`src/rtl/dct_da_stream.sv`:
```
// dct_da_stream: bit-serial distributed-arithmetic DCT over 8-sample blocks with valid/ready output.
module dct_da_stream #(
   parameter int DATA_W   = 8,
   parameter int COEF_W   = 16,
   parameter int ACC_W    = 19,
   parameter int NUM_COEF = 8
) (
   input  logic                  clk,
   input  logic                  rst,
   input  logic                  in_valid,
   output logic                  in_ready,
   input  logic [8*DATA_W-1:0]   in_data,
   output logic [2:0]            rom_k,
   output logic [2:0]            rom_addr1,
   output logic [2:0]            rom_addr2,
   input  logic [COEF_W-1:0]     rom_data1,
   input  logic [COEF_W-1:0]     rom_data2,
   input  logic [COEF_W-1:0]     rom_off,
   output logic                  out_valid,
   input  logic                  out_ready,
   output logic [ACC_W-1:0]      out_data,
   output logic [2:0]            out_idx,
   output logic                  out_last
);
   typedef enum logic [1:0] {IDLE, CALC, OUT} state_t;
   localparam int BW = DATA_W > 1 ? $clog2(DATA_W) : 1;
   localparam logic [BW-1:0] B_LAST = BW'(DATA_W - 1);
   localparam logic [2:0] K_LAST = 3'(NUM_COEF - 1);
   state_t state;
   logic [8*DATA_W-1:0] hold, sr, sr_sh;
   logic [7:0] xb;
   logic [ACC_W-1:0] acc, acc_nxt, t_ext, off_ext;
   logic [COEF_W:0] r1, r2, n1, n2, t;
   logic [2:0] k;
   logic [BW-1:0] bcnt;
   always_comb begin
      xb = '0;
      sr_sh = '0;
      for (int i = 0; i < 8; i++) begin
         xb[i] = sr[i*DATA_W];
         sr_sh[i*DATA_W +: DATA_W] = {1'b0, sr[i*DATA_W+1 +: DATA_W-1]};
      end
   end
   // ROM words are widened by one bit first so negating the most negative word stays exact
   assign r1 = {rom_data1[COEF_W-1], rom_data1};
   assign r2 = {rom_data2[COEF_W-1], rom_data2};
   assign n1 = (r1 ^ {(COEF_W+1){xb[0]}}) + (COEF_W+1)'(xb[0]);
   assign n2 = (r2 ^ {(COEF_W+1){xb[4]}}) + (COEF_W+1)'(xb[4]);
   assign t = n1 + n2;
   assign t_ext = {{(ACC_W-COEF_W-1){t[COEF_W]}}, t};
   assign off_ext = {{(ACC_W-COEF_W){rom_off[COEF_W-1]}}, rom_off};
   assign acc_nxt = t_ext + {acc[ACC_W-1], acc[ACC_W-1:1]};
   assign rom_k = state == CALC ? k : 3'd0;
   assign rom_addr1 = state == CALC ? {xb[0]^xb[1], xb[0]^xb[2], xb[0]^xb[3]} : 3'd0;
   assign rom_addr2 = state == CALC ? {xb[4]^xb[5], xb[4]^xb[6], xb[4]^xb[7]} : 3'd0;
   always_ff @(posedge clk) begin
      if (rst) begin
         state     <= IDLE;
         in_ready  <= 1'b1;
         out_valid <= 1'b0;
         out_data  <= '0;
         out_idx   <= '0;
         out_last  <= 1'b0;
         acc       <= '0;
         k         <= '0;
         bcnt      <= '0;
         hold      <= '0;
         sr        <= '0;
      end else begin
         case (state)
            IDLE: if (in_valid) begin
               hold     <= in_data;
               sr       <= in_data;
               acc      <= '0;
               k        <= '0;
               bcnt     <= '0;
               in_ready <= 1'b0;
               state    <= CALC;
            end
            CALC: begin
               acc  <= acc_nxt;
               sr   <= sr_sh;
               bcnt <= bcnt + 1'b1;
               if (bcnt == B_LAST) begin
                  out_data  <= acc_nxt + off_ext;
                  out_idx   <= k;
                  out_last  <= k == K_LAST;
                  out_valid <= 1'b1;
                  state     <= OUT;
               end
            end
            OUT: if (out_ready) begin
               out_valid <= 1'b0;
               if (k == K_LAST) begin
                  in_ready <= 1'b1;
                  state    <= IDLE;
               end else begin
                  k     <= k + 1'b1;
                  sr    <= hold;
                  acc   <= '0;
                  bcnt  <= '0;
                  state <= CALC;
               end
            end
            default: state <= IDLE;
         endcase
      end
   end
endmodule
```
`config.mk`:
```
export PLATFORM = sky130hd
export DESIGN_NAME = dct_da_stream
export DESIGN_NICKNAME = d
export VERILOG_FILES = /design/src/rtl/dct_da_stream.sv
export SDC_FILE = /design/constraint.sdc
export NUM_CORES = 1
export LEC_CHECK = 0
export ABC_AREA = 1
export BUFFER_PORTS_ARGS = -buffer_cell sky130_fd_sc_hd__buf_2
export CAP_MARGIN = 20
export CORE_ASPECT_RATIO = 0.6
export CORE_UTILIZATION = 55
export DETAILED_ROUTE_END_ITERATION = 6
export PLACE_DENSITY = 0.76
export SETUP_SLACK_MARGIN = 0.5
export SKIP_CTS_REPAIR_TIMING = 1
export SYNTH_ARGS = -nofsm -noshare
export SYNTH_HDL_FRONTEND = slang
export SYNTH_SLANG_ARGS = --single-unit
```
`constraint.sdc`:
```
create_clock -name clk -period 6.6 [get_ports clk]
set_input_delay 1.32 -clock clk [delete_from_list [all_inputs] [get_ports clk]]
set_output_delay 1.32 -clock clk [all_outputs]
set_load 0.05 [all_outputs]
```
-- Word-level counts from Yosys, hierarchy flattened
Cells that the tools add are included.
W data, S select, Z words.
- register bits after elaboration: 180
- bits in latches: 0
- RAM bits: 0
- bits in read-only memories: 0
- bits of input ports: 116
- output and inout bits: 34
- logic and storage cells: 76
- memories: 0
- add/sub/neg operators: 7
- $mul: 0
- divide/modulo/power cells: 0
- order comparisons: 0
- equality and inequality tests: 9
- shifts and indexed selects: 0
- multiplexer cells: 30
- bitwise logic cells: 8
- reductions and logical operators: 11
- operators with widths (kind ; count):
    $mux W64 ; 3
    $pmux W64 S3 ; 1
    $mux W19 ; 3
    $pmux W19 S3 ; 1
    $add A17 B1 Y17 ; 2
    $xor A17 B17 Y17 ; 2
    $mux W3 ; 8
    $add A17 B18 Y19 ; 1
    $add A19 B19 Y19 ; 1
    $add A17 B17 Y17 ; 1
    $reduce_and A4 Y1 ; 3
    $pmux W3 S3 ; 1
    $ne A2 B2 Y1 const B ; 4
    $add A3 B1 Y3 const B ; 2
    $eq A3 B3 Y1 const B ; 2
    $mux W1 ; 6
    $mux W2 ; 3
    $pmux W2 S3 ; 1
    $pmux W3 S2 ; 1
    $reduce_and A3 Y1 ; 2
    $xor A1 B1 Y1 ; 6
    $pmux W1 S2 ; 2
    $reduce_and A2 Y1 ; 2
    $reduce_bool A2 Y1 ; 2
    other kinds (5) ; 5

-- Longest topological paths before layout
Gate-level depths: netlist of the first run.
- depth in word-level cells: 5
- gate-level depth with buffers: 37
- mapped depth without buffers: 35

-- Worst setup path after synthesis of the first run
OpenSTA, ideal clock, no wires.
- kind: input port to flip-flop
- start point: input port rom_data1[1]
- end point: register out_data[18]
- library setup time: 0.109 ns
- arrival: 5.498 ns
- data required time: 6.491 ns
- slack: 0.993 ns
- cell stages on the path: 26
- buffers on the path: 0
- cell sequence: xor2_1 > ha_1 > inv_1 > fa_1 > o21ai_0 > a21oi_1 > o21ai_0 > nand3_1 > nand2_1 > xor2_1 > ha_1 > a21oi_1 > a21boi_0 > nand3_1 > a21oi_1 > xor2_1 > ha_1 > nand2_1 > nor3_1 > nand2_1 > nor3b_1 > nor2_1 > nand3_1 > nand3_1 > nand2_1 > inv_1
- longest elaborated chain between the ends: 5
- RTL lines (item ; RTL line ; source):
    start, declared ; 16 ; input logic [COEF_W-1:0] rom_data1,
    $xor A17 B17 Y17 ; 47 ; assign n1 = (r1 ^ {(COEF_W+1){xb[0]}}) + (COEF_W+1)'(xb[0]);
    $add A17 B1 Y17 ; 47 ;
    $add A17 B17 Y17 ; 49 ; assign t = n1 + n2;
    $add A17 B18 Y19 ; 52 ; assign acc_nxt = t_ext + {acc[ACC_W-1], acc[ACC_W-1:1]};
    $add A19 B19 Y19 ; 85 ; out_data <= acc_nxt + off_ext;
    end signal, assigned ; 85 ;
    end, declared ; 21 ; output logic [ACC_W-1:0] out_data,
No other way between the ends.
A chain may end at the register's enable or synchronous reset.

-- Worst setup path in the final report of the first run
- start point: input port rom_data2[0]
- end point: register out_data[18]
- longest elaborated chain between the ends: 5
- RTL lines (item ; RTL line ; source):
    start, declared ; 17 ; input logic [COEF_W-1:0] rom_data2,
    $xor A17 B17 Y17 ; 48 ; assign n2 = (r2 ^ {(COEF_W+1){xb[4]}}) + (COEF_W+1)'(xb[4]);
    $add A17 B1 Y17 ; 48 ;
    $add A17 B17 Y17 ; 49 ;
    $add A17 B18 Y19 ; 52 ;
    $add A19 B19 Y19 ; 85 ;
No other way between the ends.

==> results of run 1 <==
kinds of logic (layout without fill, tap and decap cells):
family,count (synthesis),count (layout)
AND/OR/NAND/NOR,505,505
AO/OA/AOI/OAI,494,494
other,0,3
flip-flops,179,179
buffers and inverters,267,373
XOR/XNOR,70,70
adder cells (fa/ha/maj),79,79
metrics by stage:
step	instances	utilization, %
floorplan	1594	-
global placement	1933	60.9
CTS	1965	63.9
detailed placement	1933	60.9
finish	1969	64.0
global route	1966	64.0
critical path: cells and delay by family:
kind | cells | cell delay [ns]
buffers and inverters | 4 | 0.29
adders and majority gates | 4 | 1.24
xor gates and xnor gates | 4 | 0.77
AOI/OAI and AO/OA | 8 | 1.53
and+or+nand+nor | 10 | 0.85
state kept, by name (all words and copies together), names as in the netlist:
signal and cells:
sr 64, bcnt 3, out_idx 3, out_valid 1
out_last 1, hold 64, state 2, in_ready 1
out_data 19, acc 18, k 3
how the worst max path moves through the flow:
stage                 startpoint           end  cells past startpoint
detailed placement  rom_data2[0]  out_data[18]                     28
global route        rom_data2[0]  out_data[18]                     30
global placement    rom_data2[1]  out_data[18]                     27
floorplan           rom_data1[1]  out_data[18]                     26
finish              rom_data2[0]  out_data[18]                     30
CTS                 rom_data2[0]  out_data[18]                     28
power breakdown:
group / switching (W) / total (W) / leakage [nW] / internal [W]
sequential: 0.0000625 / 0.00126 / 1.48 / 0.00120
clock: 0.000442 / 0.000994 / 0.273 / 0.000553
combinational: 0.00195 / 0.00296 / 4.31 / 0.00101
total: 0.00246 / 0.00521 / 6.06 / 0.00276
Yosys cell counts, drive strengths merged (5+ instances only):
| cell | n |
|---|---|
| nor2 | 144 |
| o21bai | 8 |
| dfxtp | 179 |
| xnor2 | 12 |
| buf | 14 |
| nand2 | 290 |
| inv | 177 |
| clkbuf | 73 |
| ha | 76 |
| o21ai | 187 |
| a21o | 5 |
| o211ai | 5 |
| nand3 | 46 |
| nor3 | 6 |
| a21oi | 265 |
| xor2 | 58 |
| nand4 | 8 |
| a211oi | 8 |
| a311oi | 8 |
layout make-up:
class	instances	area, sq um
inverter	180	677
tap	266	333
fill	1756	6900
multi-input combinational	1148	6270
sequential	179	3580
antenna	3	7.51
clock buffer	22	474
clock inverter	10	97.6
timing repair buffer	161	836
routing by layer:
metal / wire length (um) / GRT usage (%)
met5: 0 / 0
met4: 162 / 4.83
met3: 2600 / 7.26
met2: 10900 / 36.9
met1: 14700 / 43.9
==> flow_metrics.tcl, run 1 <==
set metrics [dict create \
    h-tree-depth 4 \
    p_per_area_nw_per_um2 425 \
    avgSynthCellArea_sq_um 6.80 \
    slew_viol_final 0 \
    muxShareOfSynthArea_pct 0 \
    synth_top_cell_by_area "dfxtp_1" \
    rr_startpoint "sr[32]" \
    worst_slack_ns 0.942 \
    slew_headroom_pct 28.6 \
    holdCritPathClass "flop to flop" \
    clk-insertion-delay-late_ns 0.43 \
    crit_path_max_fanout 6 \
    ys_seq_area_share_pct 33.1 \
    clock-sinks 179 \
    clockRootBuffer "clkbuf_16" \
    die_area_sq_um 20300 \
    critPathCaptureType "flop" \
    holdPathStages 2 \
    dp_hpwl_um 19400 \
    firstDrtPassIters 5 \
    synth.top_cell.area_share_pct 33.1 \
    grt_pass1_vias 9098 \
    slowest_stage "fa_1" \
    portBuffers 149 \
    syn_area_sq_um 10800 \
    cp_data_arrival_time_ns 5.99 \
    start_kind "input pin" \
    drive_above_1_share_pct 12.2 \
    numCtsBuffers 17 \
    async_reset_ff_share_pct 0 \
    track_usage_pct 27.7 \
    hold_ws_ns 0.449 \
    wl_per_cell_um 14.4 \
    dpl_worst_slack_ns 0.290 \
    antenna_found_initial 3 \
    post-route-period-util_pct 85.7 \
    cts_tree "built" \
    layout_common_cells "nand2_1, a21oi_1, o21ai_0" \
    status "completed" \
    synth_xor_area_share_pct 5.66 \
    syn_inst 1594 \
    peakVddDrop_v 0.000286 \
    synth-simple-area-share_pct 18.7 \
    yosys_warnings 0 \
    place_area_sq_um 11700 \
    wl_um 28300 \
    synth_top_family_by_area "compound AO/OA/AOI/OAI gates" \
    initial_core_util_pct 56.5 \
    grt-ovfl-total 0 \
    ys_ff_latch 179 \
    dieWidth_um 183 \
    final_area_sq_um 12300 \
    hold_violations 0 \
    crit_path_max_incr_delay_ns 0.39 \
    worst_slew_pin_slew_ns 1.07 \
    grt_max_degree 125 \
    cp_common_cell "nand2_1" \
    place.gp.congestion 0.892 \
    drt-initial-drc-count 1103 \
    layout.cells.most_common "nand2_1" \
    holdPathEnd "hold[41]" \
    r2r_slack_ns 1.03 \
    clkTransAtPathRegs_ns 0.07 \
    coreArea_sq_um 19200 \
    synth_adder_area_share_pct 9.33 \
    syn_nets 1789 \
    finalSetupTns_ns 0 \
    regToRegEndpoint "out_data[18]" \
    leakage_nw 6.06 \
    antenna_left 0 \
    rows 39 \
    power_w 0.00521 \
    worst_hold_startpoint "hold[41]" \
    synth_compound_area_share_pct 23.9 \
    ys.flop_type "dfxtp_1" \
    worst_ep_required_time_ns 6.93 \
    drt-vias-per-instance 5.33 \
    yosysUniqueCellTypes 39 \
    die_h_um 111 \
    cap_violations 0 \
    rsz0062_at_grt "false" \
    setup_viol 0 \
    period_minus_slack_ns 5.66 \
    path_class "input pin to flop" \
    fin_skew_ns 0.00773 \
    grt_first_pass_wirelength_um 45600 \
    syn_to_final_growth_pct 13.3 \
    fin_nets 1882 \
    synth-edff-count 0 \
    ff2ff_path_depth 28 \
    synth_area_leaders "dfxtp_1, a21oi_1, nand2_1" \
    ios 150 \
    vias 10500 \
    fmax_mhz 177 \
    drc_errors 0 \
    cts.path.max_buffers 2 \
]
No activity file was read; power rests on OpenSTA's default activity.
==> run 2: changes to the inputs <==
==> constraint.sdc (replaced) <==
create_clock -name clk -period 6.6 [get_ports clk]
set_input_delay 0 -clock clk [delete_from_list [all_inputs] [get_ports clk]]
set_output_delay 0 -clock clk [all_outputs]
set_load 0.05 [all_outputs]
==> run 2 against run 1 <==
The run now ends with hold timing left. Wire length grew 5.7%. Clock-buffer cell count unchanged. Cell area is 5.3% higher. Combinational power rose by 2%. Via count is 3.8% higher. Maximum frequency up 2.9%. Flip-flop and latch count is the same. Worst setup slack improved by 0.16 ns. Critical path type is now flop to flop.
==> flow_metrics.tcl, run 2 (synthesis gave the netlist of run 1 again) <==
set metrics [dict create \
    status "complete, but fails checks" \
    violations "hold timing" \
    ff2ff_path_depth 27 \
    dp_hpwl_um 19600 \
    period_minus_slack_ns 5.50 \
    worst-path-buf-inv 2 \
    coreArea_sq_um 19200 \
    holdCritPathClass "input pin to flop" \
    cts.path.max_buffers 2 \
    peakVddDrop_v 0.000255 \
    setup_viol 0 \
    crit_path_max_fanout 8 \
    drc_errors 0 \
    slowest_stage "dfxtp_1" \
    slew_headroom_pct 27.0 \
    clockRootBuffer "clkbuf_16" \
    antenna_left 0 \
    clock-sinks 179 \
    layout.cells.most_common "nand2_1" \
    h-tree-depth 4 \
    cts_tree "built" \
    worst_ep_required_time_ns 6.94 \
    setup.worst_path.start "sr[0]" \
    cp_top_family "compound AO/OA/AOI/OAI gates" \
    ios 150 \
    worst_slew_pin_slew_ns 1.10 \
    grt-ovfl-total 0 \
    die_h_um 111 \
    rr_startpoint "sr[0]" \
    drive_above_1_share_pct 11.6 \
    power_w 0.00528 \
    wl_per_cell_um 14.7 \
    leakage_nw 6.35 \
    rsz0062_at_grt "false" \
    cp_data_arrival_time_ns 5.84 \
    fmax_mhz 182 \
    firstDrtPassIters 7 \
    antenna_found_initial 0 \
    grt_max_degree 134 \
    hold_ws_ns -0.0130 \
    grt_pass1_vias 9240 \
    dieWidth_um 183 \
    critPathCaptureType "flop" \
    clk-insertion-delay-late_ns 0.44 \
    drt-vias-per-instance 5.36 \
    place.gp.congestion 0.901 \
    crit_path_max_incr_delay_ns 0.56 \
    rows 39 \
    top_regs "hold x64, sr x64, out_data x19" \
    crit_end "out_data[18]" \
    vias 10900 \
    die_area_sq_um 20300 \
    num_antenna_cells 0 \
    p_per_area_nw_per_um2 409 \
    cap_violations 0 \
    placed_cells 1932 \
    grt_first_pass_wirelength_um 46400 \
    path_depth 27 \
    r2r_slack_ns 1.10 \
    finalSetupTns_ns 0 \
    hold_violations 1 \
    layout_common_cells "nand2_1, a21oi_1, o21ai_0" \
    fin_cells 2030 \
    post-route-period-util_pct 83.3 \
    regToRegEndpoint "out_data[18]" \
    drt-initial-drc-count 1114 \
    track_usage_pct 28.5 \
    clkTransAtPathRegs_ns 0.07 \
    path_class "flop to flop" \
    portBuffers 149 \
    syn_to_final_growth_pct 19.3 \
    fin_skew_ns 0.00902 \
    start_kind "flop" \
    initial_core_util_pct 56.5 \
    slew_viol_final 0 \
    numCtsBuffers 17 \
    wl_um 29900 \
    fin_nets 1946 \
]
## run 2: how the worst min path moves through the flow
stage                start     endpoint  depth (start not counted)
2_1_floorplan   in_data[0]      hold[0]                          2
3_3_place_gp   in_data[18]     hold[18]                          3
6_report        rom_off[0]  out_data[0]                          4
5_1_grt         rom_off[0]  out_data[0]                          4
3_5_place_dp   in_data[26]     hold[26]                          3
4_1_cts        in_data[26]     hold[26]                          3
## run 2: power by group
part           internal, W  switching [W]  leakage, nW
Clock             0.000563       0.000447        0.284
Combinational      0.00102        0.00200         4.59
Sequential         0.00120      0.0000618         1.48
## run 2: layout make-up
| type | count | area, sq um |
|---|---|---|
| inverter | 180 | 677 |
| multi-input combinational | 1148 | 6250 |
| clock buffer | 22 | 484 |
| sequential | 179 | 3580 |
| fill | 1680 | 6250 |
| tap | 266 | 333 |
| timing repair buffer | 225 | 1500 |
| clock inverter | 10 | 97.6 |
## run 2: per-layer routing
metal,track usage (%),vias to the layer above,routed length [um],part of all wire [%]
met5,0,-,0,0
met2,38.9,406,12300,41
met4,5.78,0,229,0.77
li1,-,5568,-,-
met1,45.2,4890,15200,51
met3,5.81,18,2190,7.3
## run 2: through the flow
stage	setup slack (ns)	util, %	instance area [sq um]
CTS	1.05	63.9	12300
global placement	1.36	60.8	11700
finish	1.10	67.4	12900
detailed placement	1.07	60.8	11700
floorplan	1.41	-	10800
global route	0.502	67.4	12900
## run 2: tightest hold or removal path: stages
cell and delay (ns):
buf_2 0.09, ha_1 0.13, o21ai_0 0.09, nor2_1 0.08
